File: src/rtl/lfsr_gen.sv
// lfsr_gen: parametrised Fibonacci LFSR with seed load, multi-step advance, step counter and lockup detect.
// Optional LFSR_LOCKUP_RECOVER_EN: en while the state is zero reloads seed_reg instead of shifting.
module lfsr_gen #(
  parameter int WIDTH = 8,
  parameter logic [WIDTH-1:0] TAPS = 8'h1D,
  parameter logic [WIDTH-1:0] SEED = 8'hFF,
  parameter int STEPS = 1,
  parameter int CNT_W = 16
) (
  input  logic             clk,
  input  logic             reset,
  input  logic             clear,
  input  logic             load,
  input  logic [WIDTH-1:0] seed_in,
  input  logic             en,
  output logic [WIDTH-1:0] out,
  output logic             sout,
  output logic [CNT_W-1:0] step_cnt,
  output logic             period_done,
  output logic             lockup
);
  logic [WIDTH-1:0] seed_reg, adv, nxt;
  logic adv_bit, nxt_bit;
  // STEPS single shifts chained; adv_bit is the bit dropped by the last one
  always_comb begin
    adv = out;
    adv_bit = 1'b0;
    for (int i = 0; i < STEPS; i++) begin
      adv_bit = adv[0];
      adv = {^(adv & TAPS), adv[WIDTH-1:1]};
    end
  end
`ifdef LFSR_LOCKUP_RECOVER_EN
  assign nxt = (out == '0) ? seed_reg : adv;
  assign nxt_bit = (out == '0) ? 1'b0 : adv_bit;
`else
  assign nxt = adv;
  assign nxt_bit = adv_bit;
`endif
  always_ff @(posedge clk or posedge reset) begin
    if (reset) begin
      out <= SEED;
      seed_reg <= SEED;
      sout <= 1'b0;
      step_cnt <= '0;
      period_done <= 1'b0;
      lockup <= 1'b0;
    end else begin
      period_done <= 1'b0;
      if (clear) begin
        out <= '0;
        sout <= 1'b0;
        step_cnt <= '0;
        lockup <= 1'b1;
      end else if (load) begin
        out <= seed_in;
        seed_reg <= seed_in;
        step_cnt <= '0;
        lockup <= (seed_in == '0);
      end else if (en) begin
        out <= nxt;
        sout <= nxt_bit;
        step_cnt <= step_cnt + 1'b1;
        period_done <= (nxt == seed_reg);
        lockup <= (nxt == '0);
      end
    end
  end
endmodule
File: config.mk
export PLATFORM = sky130hd
export DESIGN_NAME = lfsr_gen
export DESIGN_NICKNAME = d
export VERILOG_FILES = /design/src/rtl/lfsr_gen.sv
export SDC_FILE = /design/constraint.sdc
export NUM_CORES = 1
export LEC_CHECK = 0
export ABC_AREA = 0
export CORE_ASPECT_RATIO = 0.9
export CORE_UTILIZATION = 45
export DETAILED_ROUTE_END_ITERATION = 7
export GPL_ROUTABILITY_DRIVEN = 0
export GPL_TIMING_DRIVEN = 0
export HOLD_SLACK_MARGIN = 0.03
export PLACE_DENSITY_LB_ADDON = 0.25
export SLEW_MARGIN = 20
export SYNTH_ARGS = -nofsm -noshare
export SYNTH_HDL_FRONTEND = slang
export SYNTH_SLANG_ARGS = --single-unit
File: constraint.sdc
create_clock -name clk -period 1.9 [get_ports clk]
set_clock_uncertainty 0.15 [all_clocks]
set_input_delay 0.38 -clock clk [delete_from_list [all_inputs] [get_ports clk]]
set_output_delay 0.38 -clock clk [all_outputs]
set_load 0.05 [all_outputs]
==> flow_summary.toml, run 1 <==
[clock_tree]
tritoncts = "yes"
htreeDepth = 2
clkLatencyLatePin_ps = 280
numCtsBuffers = 5
cts_max_path_buffers = 2
clk_pin_slew_ps = 70
cts_sinks = 35
clock_tree.root_cell = "clkbuf_8"
post_cts_buffers = 0

[synth]
syn_area_um2 = 1790
synth_edf_count = 0
synth.avg_cell_area_um2 = 10.2
async_reset_ff_share_pct = 100
synth_fp_nets = 190
ys_ff_latch = 35
yosysSeqAreaShare_pct = 50.0
ys.warnings.count = 0
ys.flop_type = "dfrtp_1"
syn_inst = 176
ys_types = 33

[finish]
nets = 233
drive_gt1_share_pct = 25.0
n_antenna_cell = 0
final_common_cell = "nor2_1"
largest_reg_flops = 16
final_cells = 266
ff_latch_area_um2 = 907
finalInstanceArea_um2 = 2310
final_cell_mix = "nor2_1 (32), dlygate4sd2_1 (19), dfstp_2 (16)"
nFillCells = 343
area.growth.synth_to_final_pct = 28.9
multi_input_area_um2 = 847

[placement]
place_area_um2 = 2240
hpwl_um = 2830
post-place-ws_ps = -311
dp.cells = 260
port_buffers = 38

[timing]
hold_viol_final = 0
setup_viol = 0
setup_slack_ps = 92.5
fin_crit_sh_pct = 95.1
slew_viol_final = 0
layout_min_cycle_time_ps = 1810
slew-limit-headroom_pct = 53.2
whs_ps = 331
grt_setup_unrepaired = "false"
tightest_slew_ps = 701
fmax_mhz = 553

[drt]
drc = 0
num_vias = 1468
dr.pass1.iters = 4
totalWireLength_um = 3950
vias_per_cell = 5.52
wl_per_cell_um = 14.9
drtIter0Drc = 56
drtAntennaViolNets = 0

[worst_hold_path]
min_path_type = "input pin to flip-flop"
whs_path_depth = 4
hold_path.startpoint = "en"

[floorplanning]
row_count = 21
initial_core_util_pct = 47.7
die_area_um2 = 4240
core_um2 = 3760
io_pins = 40
die_y_um = 61.9
die_w_um = 68.5

[global_route]
grt_max_degree = 36
grtUsageTotal_pct = 21.0
first_global_vias = 1344
gr-total-overflow = 0
grt_pass1_wl_um = 6320
antenna_found_initial = 0

[critical_path]
cp-startpoint = "step_cnt[0]"
r2r_setup_slack_ps = 90
cp.arrival_ps = 1870
reg2reg_depth = 5
reg2reg_from = "step_cnt[0]"
startpoint_type = "flip-flop"
critPathMaxFanout = 6
critPathKind = "flip-flop to flip-flop"
end_kind = "flip-flop"
cp.required_ps = 1960

[pwr]
irDropWorstVdd_uv = 392
power.total_mw = 1.67
switching_share_pct = 27.3
p_per_area_nw_per_um2 = 724
intPower_mw = 1.22
p_leak_nw = 1.01
p_clk_share_pct = 33.1
p_sw_uw = 457
power_frac_seq_pct = 50.9
power_frac_comb_pct = 16.0

[flow_run]
maxCapViolCount = 0

[run_status]
outcome = "complete, no violations"
==> metrics by stage <==
stage               TNS, ps  util [%]
finish                    0      61.5
detailed placement    -6180      59.7
global route              0      61.5
CTS                       0      61.7
global placement      -9160      59.7
floorplan             -1.60         -
==> cell type report <==
| class | count | share of cell area [%] |
|---|---|---|
| tap | 46 | 2.49 |
| clock inverter | 1 | 0.217 |
| clock buffer | 7 | 3.74 |
| multi-input combinational | 130 | 36.7 |
| inverter | 1 | 0.162 |
| sequential | 35 | 39.3 |
| timing repair buffer | 38 | 15.6 |
| buffer | 8 | 1.89 |
==> worst paths after layout <==
kind                                     end
worst max-delay path            step_cnt[14]
worst min-delay path                  out[7]
worst max register to register  step_cnt[14]
worst min register to register   seed_reg[7]
max in group asynchronous        step_cnt[7]
min in group asynchronous       step_cnt[14]
==> timing repair <==
item	CTS	global route
resized for setup	43	3
endpoints found under the setup margin	29	12
cloned	0	0
hold buffers	0	0
==> power by group through the flow <==
| stage | Sequential (mW) | Combinational (mW) | Clock, mW |
|---|---|---|---|
| 3_3_place_gp | 0.859 | 0.268 | 0 |
| 3_5_place_dp | 0.862 | 0.275 | 0 |
| 6_report | 0.852 | 0.267 | 0.554 |
| 4_1_cts | 0.850 | 0.270 | 0.570 |
| 5_1_grt | 0.857 | 0.290 | 0.594 |
| 2_1_floorplan | 0.906 | 0.135 | 0 |
==> cells in the mapped netlist, drive strengths merged (3+ instances only) <==
library cell   n  area share, %
mux2           7            4.4
nand4          5            2.6
dfrtp         19             27
nand3          7            2.0
nor2          32            6.7
nor2b          3            1.0
nor3           5            1.4
clkbuf         7            1.5
a21oi          9            2.5
xor2          14            6.8
dfstp         16             23
buf            3            1.1
nand2          7            1.5
xnor2         10            4.9
nor4           7            2.4
mux2i          8            4.5
==> cells by family (layout without fill, tap and decap cells) <==
group                    count (synthesis)  after routing  share of synthesized area [%]
adder cells (fa/ha/maj)                  1              1                          0.698
AND/OR/NAND/NOR                         75             75                           21.2
multiplexers                            15             15                           8.86
AO/OA/AOI/OAI                           15             15                           4.75
flip-flops                              35             35                           50.0
XOR/XNOR                                24             24                           11.7
buffers and inverters                   11             55                           2.79
==> worst max-delay path: stages, from the launching register on <==
cell and delay, ps:
dfrtp_2 420, ha_1 180, and4_1 360, nand3_1 140, or3_1 320, a21oi_1 160
==> metal layers <==
metal | GRT usage, % | share of wire, % | up-vias
met5 | 0 | 0 | -
met4 | 6.85 | 1.1 | 0
met3 | 6.02 | 5.1 | 6
met2 | 30.8 | 44 | 39
met1 | 29.8 | 50 | 732
li1 | - | - | 691
(Power assumes the default switching activity.)
==> run 2: changes to the inputs <==
--- a/config.mk
+++ b/config.mk
@@ -13,7 +13,6 @@
 export GPL_TIMING_DRIVEN = 0
 export HOLD_SLACK_MARGIN = 0.03
 export PLACE_DENSITY_LB_ADDON = 0.25
-export SLEW_MARGIN = 20
 export SYNTH_ARGS = -nofsm -noshare
 export SYNTH_HDL_FRONTEND = slang
 export SYNTH_SLANG_ARGS = --single-unit
==> constraint.sdc (replaced) <==
create_clock -name clk -period 2.3 [get_ports clk]
set_clock_uncertainty 0.15 [all_clocks]
set_input_delay 0.46 -clock clk [delete_from_list [all_inputs] [get_ports clk]]
set_output_delay 0.46 -clock clk [all_outputs]
set_load 0.05 [all_outputs]
==> run 2 against run 1 <==
Combinational power is 18% lower; clock power is 23% lower; cell area rose by 0.22%; first-iteration DRC count increased by 140%; final cell count is 0.75% higher; sequential cell count is the same; total power shrank 19%; hold slack improved by 24 ps; die area did not move; register-to-register slack better by 210 ps; setup slack improved by 15 ps; critical path depth decreased by 4; critical endpoint is now step_cnt[5]; largest cell class unchanged.
==> flow_summary.toml, run 2 (synthesis gave the netlist of run 1 again) <==
[clock_tree]
clk_pin_slew_ps = 70
numCtsBuffers = 5
cts_sinks = 35
cts_max_path_buffers = 2
clock_tree.root_cell = "clkbuf_8"
postCtsHoldBufs = 0
post_cts_buffers = 0
htreeDepth = 2
clkLatencyLatePin_ps = 280
tritoncts = "yes"

[drt]
drc = 0
dr.pass1.iters = 4
drtAntennaViolNets = 0
vias_per_cell = 5.37
wl_per_cell_um = 14.6
totalWireLength_um = 3910
drtIter0Drc = 137
num_vias = 1440

[finish]
area.growth.synth_to_final_pct = 29.2
drive_gt1_share_pct = 15.3
largest_reg_flops = 16
final_cells = 268
n_antenna_cell = 0
final_common_cell = "nor2_1"
final_cell_mix = "nor2_1 (32), clkdlybuf4s50_1 (30), dfrtp_1 (19)"
nets = 235

[critical_path]
end_kind = "output pin"
slowest_stage = "clkdlybuf4s50_1"
critPathKind = "flip-flop to output pin"
path_delay_family = "buffers and inverters"
cp.arrival_ps = 1580
cp_num_buf_inv = 1
cp.required_ps = 1690
max_stage_delay_ps = 840
reg2reg_from = "step_cnt[0]"
cp-startpoint = "step_cnt[5]"
path_cells = "clkdlybuf4s50_1"
critPathMaxFanout = 7
startpoint_type = "flip-flop"

[worst_hold_path]
hold_path.startpoint = "seed_reg[7]"
min_path_type = "flip-flop to flip-flop"

[timing]
tightest_slew_ps = 719
hold_viol_final = 0
slew-limit-headroom_pct = 52.0
whs_ps = 355
grt_setup_unrepaired = "false"
fin_setup_tns_ps = 0
layout_min_cycle_time_ps = 2190
slew_viol_final = 0
fmax_mhz = 456
fin_crit_sh_pct = 95.3
setup_slack_ps = 108
setup_viol = 0

[run_status]
outcome = "complete, no violations"

[floorplanning]
die_w_um = 68.5
die_area_um2 = 4240
io_pins = 40
row_count = 21
core_um2 = 3760
initial_core_util_pct = 47.7
die_y_um = 61.9

[global_route]
grt_max_degree = 36
first_global_vias = 1343
grtUsageTotal_pct = 21.1
grt_pass1_wl_um = 6400
gr-total-overflow = 0
antenna_found_initial = 0

[pwr]
p_leak_nw = 0.997
p_per_area_nw_per_um2 = 582
irDropWorstVdd_uv = 417

[flow_run]
maxCapViolCount = 0

[placement]
port_buffers = 38
hpwl_um = 2790
dp.cells = 260
post-place-ws_ps = 43.2
[run 2: changes by cell type in the layout (fill, tap and decap cells not counted)]
cell | previous run | this run
clkbuf_2 | 2 | 0
dlygate4sd2_1 | 19 | 4
dfrtp_2 | 9 | 0
dfrtp_1 | 10 | 19
buf_1 | 0 | 1
dlymetal6s2s_1 | 0 | 4
clkbuf_8 | 6 | 5
clkbuf_1 | 5 | 10
clkinv_2 | 1 | 0
clkdlybuf4s50_1 | 11 | 30
clkdlybuf4s15_2 | 7 | 0
buf_4 | 1 | 0
[run 2: path summary, 6_finish.rpt]
kind / depth (start not counted) / endpoint / slack (ps)
max reg2reg: 6 / step_cnt[14] / 300
min in group asynchronous: 2 / step_cnt[15] / 470
min reg2reg: 2 / seed_reg[7] / 360
min: 2 / seed_reg[7] / 360
max in group asynchronous: 2 / lockup / 1080
max: 1 / step_cnt[5] / 110
[run 2: per-stage QoR]
stage / instance area, µm² / power (mW) / utilization [%]
2_1_floorplan: 1790 / 0.860 / -
3_3_place_gp: 2230 / 0.931 / 59.4
3_5_place_dp: 2230 / 0.937 / 59.4
4_1_cts: 2310 / 1.36 / 61.4
5_1_grt: 2320 / 1.41 / 61.6
6_report: 2320 / 1.35 / 61.6
[run 2: layout make-up]
cell class / instances / area (µm²)
fill: 318 / 1440
sequential: 35 / 896
multi-input combinational: 130 / 847
timing repair buffer: 38 / 385
clock buffer: 8 / 80.1
tap: 46 / 57.6
buffer: 10 / 46.3
inverter: 1 / 3.75
[run 2: repair_timing]
item,4_1_cts,5_1_grt
gates resized for setup,4,4
gates cloned,0,0
setup endpoints to repair,4,4
[run 2: power breakdown]
part	internal, mW	total, mW	switching [mW]	leakage, nW
clock network	0.215	0.425	0.210	0.0395
registers	0.670	0.702	0.0319	0.429
logic	0.0940	0.220	0.126	0.529
total	0.980	1.35	0.368	0.997
[run 2: layer usage]
| layer | GRT usage [%] | part of all wire (%) | vias to the layer above |
|---|---|---|---|
| met5 | 0 | 0 | - |
| met4 | 8.63 | 0.64 | 0 |
| met3 | 4.93 | 4.0 | 2 |
| met2 | 31.1 | 45 | 30 |
| met1 | 29.8 | 50 | 712 |
| li1 | - | - | 696 |
